[config.mk]
export PLATFORM = sky130hd
export DESIGN_NAME = control_sumaresta
export DESIGN_NICKNAME = d
export VERILOG_FILES = /design/src/rtl/control_sumaresta.sv
export SDC_FILE = /design/constraint.sdc
export NUM_CORES = 1
export LEC_CHECK = 0
export BUFFER_PORTS_ARGS = -buffer_cell sky130_fd_sc_hd__buf_4
export CAP_MARGIN = 15
export CORE_MARGIN = 5
export CORE_UTILIZATION = 51
export CTS_CLUSTER_DIAMETER = 120
export CTS_CLUSTER_SIZE = 25
export DETAILED_ROUTE_END_ITERATION = 16
export HOLD_SLACK_MARGIN = 0.12
export PLACE_DENSITY = 0.72
export SYNTH_ARGS = -nofsm -noshare
export SYNTH_HDL_FRONTEND = slang
export SYNTH_SLANG_ARGS = --single-unit
[constraint.sdc]
create_clock -name clk -period 1.5 [get_ports clk]
set_input_delay 0.3 -clock clk [delete_from_list [all_inputs] [get_ports clk]]
set_output_delay 0.3 -clock clk [all_outputs]
set_load 0.05 [all_outputs]
[src/rtl/control_sumaresta.sv]
// Up/down counter control: button synchronisers, debouncers, rise detection and a small
// FSM that issues one op code per press and loads the arithmetic stage's result into Q.
module control_sumaresta #(
   parameter int unsigned DEBOUNCE_CYCLES = 12000,
   parameter int unsigned CNT_W           = 14
) (
   input  logic       clk,
   input  logic       rstn,
   input  logic       btn_up,
   input  logic       btn_down,
   input  logic [3:0] D,
   output logic [1:0] A,
   output logic [3:0] Q,
   output logic       busy
);

   typedef enum logic [1:0] {StIdle, StCmd, StWaitRel} state_e;

   localparam logic [CNT_W-1:0] CntMax = CNT_W'(DEBOUNCE_CYCLES - 1);

   state_e           state_q, state_d;
   logic [1:0]       btn_raw, sync1_q, sync2_q, deb_q, deb_prev_q, rise;
   logic [CNT_W-1:0] cnt_q [2];
   logic [1:0]       a_q, a_d;
   logic             busy_q, busy_d;
   logic [3:0]       q_q;

   // Bit 0 carries the up button, bit 1 the down button throughout.
   assign btn_raw = {btn_down, btn_up};

   always_ff @(posedge clk) begin
      if (!rstn) begin
         sync1_q <= '0;
         sync2_q <= '0;
      end else begin
         sync1_q <= btn_raw;
         sync2_q <= sync1_q;
      end
   end

   always_ff @(posedge clk) begin
      if (!rstn) begin
         deb_q      <= '0;
         deb_prev_q <= '0;
         for (int i = 0; i < 2; i++) cnt_q[i] <= '0;
      end else begin
         deb_prev_q <= deb_q;
         for (int i = 0; i < 2; i++) begin
            if (sync2_q[i] == deb_q[i]) begin
               cnt_q[i] <= '0;
            end else if (cnt_q[i] == CntMax) begin
               deb_q[i] <= ~deb_q[i];
               cnt_q[i] <= '0;
            end else begin
               cnt_q[i] <= cnt_q[i] + CNT_W'(1);
            end
         end
      end
   end

   assign rise = deb_q & ~deb_prev_q;

   always_comb begin
      state_d = state_q;
      a_d     = 2'b00;
      case (state_q)
         StIdle: begin
            // A rise only counts if the other button is idle; anything else waits for release.
            if (rise == 2'b01 && !deb_q[1]) begin
               state_d = StCmd;
               a_d     = 2'b01;
            end else if (rise == 2'b10 && !deb_q[0]) begin
               state_d = StCmd;
               a_d     = 2'b10;
            end else if (rise != 2'b00) begin
               state_d = StWaitRel;
            end
         end
         StCmd:     state_d = StWaitRel;
         StWaitRel: if (deb_q == 2'b00) state_d = StIdle;
         default:   state_d = StIdle;
      endcase
      busy_d = (state_d != StIdle);
   end

   always_ff @(posedge clk) begin
      if (!rstn) begin
         state_q <= StIdle;
         a_q     <= 2'b00;
         busy_q  <= 1'b0;
         q_q     <= 4'd0;
      end else begin
         state_q <= state_d;
         a_q     <= a_d;
         busy_q  <= busy_d;
         if (state_q == StCmd) q_q <= D;
      end
   end

   assign A    = a_q;
   assign Q    = q_q;
   assign busy = busy_q;

endmodule

==> results of run 1 <==
state kept, by name, indices dropped and copies added, names as in the netlist:
register	count
cnt_q	28
Q	4
A	2
deb_prev_q	2
deb_q	2
state_q	2
sync1_q	2
sync2_q	2
busy	1
report_power, final:
part	internal (mW)	switching, mW	total [mW]
clock	0.427	0.397	0.824
combinational	0.0699	0.0706	0.141
sequential	1.35	0.0286	1.38
total	1.85	0.496	2.34
layout by cell type (no fill, tap or decap), types with 2 or more instances in the layout:
master / n
conb_1: 28
ha_2: 2
dfxtp_1: 17
nor4_2: 2
nand4_1: 10
nand2_1: 16
inv_1: 3
clkbuf_8: 5
and4_4: 3
and4_1: 2
edfxtp_1: 28
xnor2_1: 7
o21ai_0: 2
nor2_1: 25
nor3_1: 3
and2_1: 7
nor2b_1: 5
xor2_1: 17
a21oi_1: 3
nand3_1: 7
buf_4: 35
buf_6: 2
nor2_2: 6
mux2i_1: 6
per-layer routing:
| layer | wire length (um) | vias to the layer above |
|---|---|---|
| met1 | 1590 | 689 |
| met3 | 120 | 9 |
| met2 | 1670 | 21 |
| met4 | 96 | 0 |
| met5 | 0 | - |
| li1 | - | 766 |
per-stage QoR:
step	util, %	setup WS [ns]	hold slack, ns	instances
final	67.1	0.0274	0.204	308
after global placement	62.6	-0.00281	0.417	298
after CTS	65.4	0.0118	0.194	306
after floorplan	-	-0.00311	0.412	219
after detailed placement	62.6	-0.0320	0.419	298
after global routing	67.1	-0.0630	0.199	308
worst max path at each step:
stage,startpoint,to
after floorplan,cnt_q[1][0],cnt_q[1][0]
after global placement,cnt_q[1][1],cnt_q[1][3]
after detailed placement,cnt_q[0][1],cnt_q[0][5]
after CTS,cnt_q[1][1],cnt_q[1][2]
after global routing,cnt_q[0][1],cnt_q[0][5]
final,cnt_q[0][8],cnt_q[0][13]
what timing repair did:
action | in CTS | in global routing
gates resized for setup | 3 | 14
pin swaps | 0 | 2
setup buffers | 0 | 2
setup endpoints to repair | 25 | 28
kinds of logic after synthesis:
| group | share of synthesized area [%] |
|---|---|
| other | 0.180 |
| XOR/XNOR | 10.5 |
| flip-flops | 56.7 |
| buffers and inverters | 2.10 |
| adder cells (fa/ha/maj) | 1.20 |
| AND/OR/NAND/NOR | 24.1 |
| multiplexers | 2.88 |
| AO/OA/AOI/OAI | 2.28 |
final cells by class:
cell class,instances,area (sq um)
clock buffer,7,97.6
timing repair buffer,37,285
sequential,45,1180
multi-input combinational,165,1020
inverter,3,11.3
clock inverter,1,5.00
tap,50,62.6
fill,308,1310
==> impl_results.md, run 1 <==
* Power density cells at 879 mW/mm^2
* Setup TNS at 0 ns
* Placeable Area at a little under 0.004 sq mm
* Die Y at between 70 and 80 um
* Syn Inst Count at 192
* IO Port Bufs at 14
* Syn. warnings at 0
* Routing usage on met2 at 24.2%
* CP Data Arrival Time at approximately 1.6 ns
* Post-route clock period utilization at 98.2%
* Clock Latency Late Sink at approximately 0.3 ns
* Max cap viols at 0
* Slack of the worst reg-to-reg path at 0.03 ns
* Crit. End Element: flop
* Synth Area per Inst at 10.9 sq um
* Crit-path slowest cell: edfxtp_1
* FF-to-FF path depth at 5
* Post-Syn Area at 0.00208 sq mm
* Worst setup SP type: flop
* Layout cells sized above 1 at about a quarter
* Post-synth top cells: nor2_1 (32), edfxtp_1 (28), xor2_1 (18), dfxtp_1 (17), nand2_1 (16)
* Design area at 0.00267 sq mm
* Final wirelength at ~3500 um
* Max-slew violations at 0
* Iter 0 DRT Violations at 41
* Root Buffer: clkbuf_8
* CP max stage delay at 0.38 ns
* Min-Delay Endpoint: sync1_q[0]
* DP Wirelength at 2550 um
* Detail Route Antenna Nets at 0
* RSZ-0062 raised after global routing: yes
* Outcome: finished clean
* Hold path start: btn_up
* Maximum clock frequency at 679 MHz
* Drt drc at 0
* H-tree depth at 2
* Routed vias at 1485
* Pre-antenna DRT Iters at 2
* CP required at around 1.7 ns
* Synth cell types at 33
* Initial Util at 52.5%
* Pwr Total at roughly 2.3 mW
* Hold Path Class: primary input to flop
* Final Net Count at 267
* Tot GR Track Use at 14.7%
* Min Tclk post-route at 1.47 ns
* First-pass GRT wire length at around 6000 um
* Gpl congestion at 0.793
* Post-synth EDFFs at 28
* # IOs at 15
* Vias/cell at 4.82
* Post-CTS Hold Buffers at 0
* Met1 usage at 16.8%
* Largest net degree at the start of global routing at 17
* Largest cells by area after synthesis: edfxtp_1 (40%), dfxtp_1 (16%), xor2_1 (7.6%)
* ANT cells at 0
* Leak at between 1 and 1.5 nW
* CTS tree: built
* Area leader, netlist: edfxtp_1
* Worst R2R End: cnt_q[0][13]
* Clk buf depth at 2
* Hold Crit Depth at 2
* Remaining Overflow, GRT at 0
* CP Cell Sequence: buf_4 > and4_4 > nand3_2 > or3_1 > a21oi_2
* Worst VDD drop at 0.884 mV
* Area grow syn2layout at 28.0%
* Cell family with most CP delay: simple AND/OR/NAND/NOR gates
* Hold Vio Cnt, Final at 0
* Setup Viol. Count Final at 0
* Width of the chip at 73.9 um
* Clock Pin Slew Worst Setup and Hold Paths at 0.08 ns
* #FFs+latches synth at between 40 and 50
* Row count at 23
* Top-count cell post-synth: nor2_1
* CP Class: flop to flop
* CTS sink cnt at 45
* Sequential fraction of the synthesis area at 56.7%
* TritonCTS Buffers at 5
* Dpl cell area at approximately 0.0025 sq mm
* Initial antenna violation count at 0
* Die area at 0.00546 sq mm
* Drt wl/cell at 11.3 um
* Critical path buffers and inverters at 1
* Max Clock Skew at roughly 0.007 ns
* Worst reg2reg startpoint: cnt_q[0][8]
* Crit-path max FO at 4
* Number of global-route vias before repair at 1422
* Ys async rst share at 0%
* Layer with the highest usage: met2
* Post-synth top area share at between 40% and 50%
* Global Route met3 Usage at 4.38%
* Crit path depth at 5
* Dominant synthesized flop cell: edfxtp_1
Power figures use the tool's default switching activity.
==> run 2, diff against run 1 <==
Settings changed: PLACE_DENSITY 0.72 to 0.69, SETUP_SLACK_MARGIN set to 0.1.
Clock period 1.5 ns to 1.8 ns, I/O delays scaled along.
==> impl_results.md, run 2 (synthesis gave the netlist of run 1 again) <==
* Post-route clock period utilization at 89.0% (was 98.2%)
* Clk buf depth at 2 (unchanged)
* Number of global-route vias before repair at 1321 (was 1422)
* CP Data Arrival Time at 1.65 ns (was 1.63 ns)
* CTS tree: built (unchanged)
* Critical path buffers and inverters at 0 (was 1)
* Layout cells sized above 1 at 15.6% (was 25.6%)
* Largest register FFs at 28 (unchanged)
* Row count at 23 (unchanged)
* Die Y at 73.9 um (unchanged)
* Width of the chip at 73.9 um (unchanged)
* Pre-antenna DRT Iters at 4 (was 2)
* Drt drc at 0 (unchanged)
* Maximum clock frequency at 624 MHz (was 679 MHz)
* Clock Pin Slew Worst Setup and Hold Paths at 0.08 ns (about the same)
* Setup TNS at 0 ns (unchanged)
* Clock Latency Late Sink at 0.30 ns (about the same)
* Hold Vio Cnt, Final at 0 (unchanged)
* Root Buffer: clkbuf_8 (unchanged)
* Fillers at 342 (was 308)
* Min Tclk post-route at 1.60 ns (was 1.47 ns)
* Post-CTS Hold Buffers at 0 (unchanged)
* Outcome: finished clean (unchanged)
* Drt wl/cell at 11.3 um (about the same)
* Initial Util at 52.5% (unchanged)
* Most common cell after layout, fill and taps aside: nor2_1 (was buf_4)
* Crit-path slowest cell: edfxtp_1 (unchanged)
* First-pass GRT wire length at 5550 um (was 5960 um)
* Leak at 0.991 nW (was 1.08 nW)
* Setup Viol. Count Final at 0 (unchanged)
* Cell family with most CP delay: simple AND/OR/NAND/NOR gates (unchanged)
* Initial antenna violation count at 0 (unchanged)
* Max-slew violations at 0 (unchanged)
* Minimum hold slack at 0.273 ns (was 0.204 ns)
* Gpl congestion at 0.738 (was 0.793)
* Remaining Overflow, GRT at 0 (unchanged)
* Iter 0 DRT Violations at 27 (was 41)
* Routed vias at 1398 (was 1485)
* Die area at 0.00546 sq mm (unchanged)
* RSZ-0062 raised after global routing: no (was yes)
* Power density cells at 756 mW/mm^2 (was 879 mW/mm^2)
* H-tree depth at 2 (unchanged)
* Worst VDD drop at 0.583 mV (was 0.884 mV)
* Final Net Count at 252 (was 267)
* Max Clock Skew at 0.00953 ns (was 0.00691 ns)
* Placeable Area at 0.00397 sq mm (unchanged)
* # IOs at 15 (unchanged)
* TritonCTS Buffers at 5 (unchanged)
* Commonest non-fill, non-tap cells in the layout: nor2_1 (32), edfxtp_1 (28), conb_1 (28) (was buf_4 (35), edfxtp_1 (28), conb_1 (28))
* CP required at 1.85 ns (was 1.66 ns)
* Hold Path Class: primary input to flop (unchanged)
* Crit-path max FO at 14 (was 4)
* Final wirelength at 3320 um (was 3480 um)
* IO Port Bufs at 14 (unchanged)
* Max cap viols at 0 (unchanged)
* DP Wirelength at 2440 um (was 2550 um)
* Detail Route Antenna Nets at 0 (unchanged)
* ANT cells at 0 (unchanged)
* CP Class: flop to flop (unchanged)
* Largest net degree at the start of global routing at 17 (unchanged)
* CP Cell Sequence: ha_2 > and4_1 > nand4_1 > nand3_4 > nor2_1 (was buf_4 > and4_4 > nand3_2 > or3_1 > a21oi_2)
* Util after Layout at 62.5% (was 67.1%)
* CP max stage delay at 0.38 ns (about the same)
* Worst setup SP type: flop (unchanged)
* Area grow syn2layout at 19.2% (was 28.0%)
* Crit. End Element: flop (unchanged)
* CTS sink cnt at 45 (unchanged)
* Tot GR Track Use at 13.4% (was 14.7%)
* Vias/cell at 4.77 (was 4.82)
* Largest reg by FF count: cnt_q (unchanged)
run 2: cell count changes in the layout (fill, tap and decap cells not counted), moves of 2 or more:
| cell | change |
|---|---|
| buf_6 | -2 |
| and4_4 | -2 |
| nor4_2 | -2 |
| nor2_2 | -6 |
| buf_4 | -13 |
| nor2_1 | +7 |
| nor4_1 | +2 |
run 2: metal layers:
layer | track usage (%) | part of all wire (%)
met5 | 0 | 0
met4 | 6.64 | 1.8
met3 | 3.69 | 2.5
met2 | 22.5 | 50
met1 | 15.6 | 46
run 2: layout make-up:
class                           instances  area [sq um]  share of cell area, %
Multi-Input combinational cell        165           971                   39.1
Clock inverter                          1          6.26                  0.252
Tap cell                               50          62.6                   2.52
Sequential cell                        45          1180                   47.6
Clock buffer                            7          86.3                   3.48
Timing Repair Buffer                   22           165                   6.65
Inverter                                3          11.3                  0.453
run 2: path summary, 6_finish.rpt:
check                                 start          end  slack (ns)  cells past startpoint
worst max register to register  cnt_q[1][1]  cnt_q[1][4]        0.20                      5
worst min-delay path               btn_down   sync1_q[1]        0.27                      2
worst max-delay path            cnt_q[1][1]  cnt_q[1][4]        0.20                      5
worst min register to register   sync1_q[1]   sync2_q[1]        0.43                      1
run 2: per-stage QoR:
stage | total power, mW | setup slack (ns) | instance area [sq um] | cells
floorplan | 1.23 | 0.208 | 2180 | 219
global placement | 1.26 | 0.197 | 2370 | 284
detailed placement | 1.26 | 0.136 | 2370 | 284
CTS | 1.90 | 0.116 | 2460 | 292
global route | 1.96 | 0.0856 | 2480 | 293
finish | 1.88 | 0.199 | 2480 | 293
run 2: power breakdown:
| group | total (mW) | switching [mW] | internal, mW |
|---|---|---|---|
| clock network | 0.635 | 0.322 | 0.313 |
| registers | 1.15 | 0.0293 | 1.12 |
| logic | 0.0877 | 0.0450 | 0.0427 |
run 2: repair_timing:
item | in CTS | in global routing
gates resized for setup | 0 | 3
setup buffers | 0 | 1
endpoints found under the setup margin | 0 | 21
==> run 3, diff against run 2 <==
Settings changed: CTS_BUF_LIST set to sky130_fd_sc_hd__clkbuf_16.
==> impl_results.md, run 3 (synthesis gave the netlist of run 1 again) <==
* Post-Place Cells at 284 (unchanged)
* Vias/cell at 4.84 (was 4.77)
* Row count at 23 (unchanged)
* Initial antenna violation count at 0 (unchanged)
* IO Port Bufs at 14 (unchanged)
* Crit-path max FO at 14 (unchanged)
* # IOs at 15 (unchanged)
* Critical path buffers and inverters at 0 (unchanged)
* Largest register FFs at 28 (unchanged)
* Min Tclk post-route at 1.60 ns (about the same)
* Most common cell after layout, fill and taps aside: nor2_1 (unchanged)
* Setup TNS at 0 ns (unchanged)
* Die Y at 73.9 um (unchanged)
* Cell family with most CP delay: simple AND/OR/NAND/NOR gates (unchanged)
* Clock Pin Slew Worst Setup and Hold Paths at 0.06 ns (was 0.08 ns)
* Iter 0 DRT Violations at 54 (was 27)
* H-tree depth at 2 (unchanged)
* CP Cell Sequence: ha_2 > and4_1 > nand4_1 > nand3_4 > nor2_1 (unchanged)
* Fillers at 335 (was 342)
* ANT cells at 0 (unchanged)
* Hold Path Class: primary input to flop (unchanged)
* CP required at 1.83 ns (was 1.85 ns)
* Pre-antenna DRT Iters at 4 (unchanged)
* Global Route met3 Usage at 3.28% (was 3.69%)
* Detail Route Antenna Nets at 0 (unchanged)
* DP Wirelength at 2440 um (unchanged)
* First-pass GRT wire length at 5600 um (was 5550 um)
* Pre-CTS WS at 0.136 ns (unchanged)
* Fin cells at 293 (unchanged)
* Root Buffer: clkbuf_16 (was clkbuf_8)
* Commonest non-fill, non-tap cells in the layout: nor2_1 (32), edfxtp_1 (28), conb_1 (28) (unchanged)
* Crit-path slowest cell: edfxtp_1 (unchanged)
* Hold Vio Cnt, Final at 0 (unchanged)
* Routed vias at 1419 (was 1398)
* Crit. End Element: flop (unchanged)
* CP max stage delay at 0.38 ns (about the same)
* Worst VDD drop at 0.570 mV (was 0.583 mV)
* Max-slew violations at 0 (unchanged)
* Max cap viols at 0 (unchanged)
* Post-route clock period utilization at 89.0% (about the same)
* Gpl congestion at 0.738 (unchanged)
* Clk buf depth at 2 (unchanged)
* Remaining Overflow, GRT at 0 (unchanged)
* Design area at 0.00253 sq mm (was 0.00248 sq mm)
* Drt drc at 0 (unchanged)
* Worst setup SP type: flop (unchanged)
* Util after Layout at 63.7% (was 62.5%)
* Outcome: finished clean (unchanged)
* CP Data Arrival Time at 1.63 ns (was 1.65 ns)
* Clock Latency Late Sink at 0.28 ns (was 0.30 ns)
* Post-CTS Hold Buffers at 0 (unchanged)
* TritonCTS Buffers at 5 (unchanged)
* Leak at 1.02 nW (was 0.991 nW)
* RSZ-0062 raised after global routing: no (unchanged)
* Layout cells sized above 1 at 15.6% (unchanged)
* Routing usage on met2 at 22.6% (was 22.5%)
* Largest reg by FF count: cnt_q (unchanged)
* Setup Viol. Count Final at 0 (unchanged)
* Number of global-route vias before repair at 1317 (was 1321)
* Setup ws final at 0.197 ns (was 0.199 ns)
* Final Net Count at 252 (unchanged)
* Placeable Area at 0.00397 sq mm (unchanged)
* Maximum clock frequency at 624 MHz (about the same)
* Met1 usage at 15.9% (was 15.6%)
* Largest net degree at the start of global routing at 17 (unchanged)
* Width of the chip at 73.9 um (unchanged)
* Die area at 0.00546 sq mm (unchanged)
* Max Clock Skew at 0.00577 ns (was 0.00953 ns)
* Area grow syn2layout at 21.4% (was 19.2%)
* CTS tree: built (unchanged)
* Final wirelength at 3400 um (was 3320 um)
* Dpl cell area at 0.00237 sq mm (unchanged)
* Initial Util at 52.5% (unchanged)
* CP Class: flop to flop (unchanged)
* Power density cells at 833 mW/mm^2 (was 756 mW/mm^2)
* CTS sink cnt at 45 (unchanged)
* Layer with the highest usage: met2 (unchanged)
* Tot GR Track Use at 13.5% (was 13.4%)
* Drt wl/cell at 11.6 um (was 11.3 um)
-- run 3: changes by cell type in the layout (fill, tap and decap cells not counted) --
cell and change:
clkbuf_1 -1, inv_2 +1, clkbuf_16 +5, clkbuf_8 -6, inv_1 +1
-- run 3: stage by stage --
step	hold WS, ns	power (mW)
4_1_cts	0.278	2.12
3_5_place_dp	0.420	1.26
6_report	0.284	2.11
5_1_grt	0.286	2.19
2_1_floorplan	0.412	1.23
3_3_place_gp	0.415	1.26
-- run 3: report_power, final --
part / total [mW] / switching, mW / internal [mW]
registers: 1.16 / 0.0294 / 1.13
clock network: 0.865 / 0.359 / 0.506
logic: 0.0880 / 0.0453 / 0.0427
-- run 3: layout make-up --
cell class / count / area (sq um) / share of cell area (%)
clock inverter: 3 / 13.8 / 0.544
clock buffer: 5 / 125 / 4.95
multi-input combinational: 165 / 971 / 38.4
timing repair buffer: 22 / 165 / 6.53
sequential: 45 / 1180 / 46.7
tap: 50 / 62.6 / 2.47
inverter: 3 / 11.3 / 0.445
-- run 3: worst paths after layout --
check	startpoint	end	slack (ns)	cells past startpoint
setup / recovery	cnt_q[1][1]	cnt_q[1][1]	0.20	5
hold / removal	btn_down	sync1_q[1]	0.28	2
setup reg to reg	cnt_q[1][1]	cnt_q[1][1]	0.20	5
hold reg to reg	sync1_q[1]	sync2_q[1]	0.43	1
-- run 3: timing repair --
item,4_1_cts,5_1_grt
endpoints found under the setup margin,0,18
buffers inserted,0,1
resized for setup,0,3
-- run 3: layer usage --
layer  vias to the layer above  wire length, um  part of all wire [%]
met5                         -                0                     0
met2                        11             1700                    50
met1                       660             1540                    45
met3                         7               90                   2.6
li1                        741                -                     -
met4                         0               68                   2.0
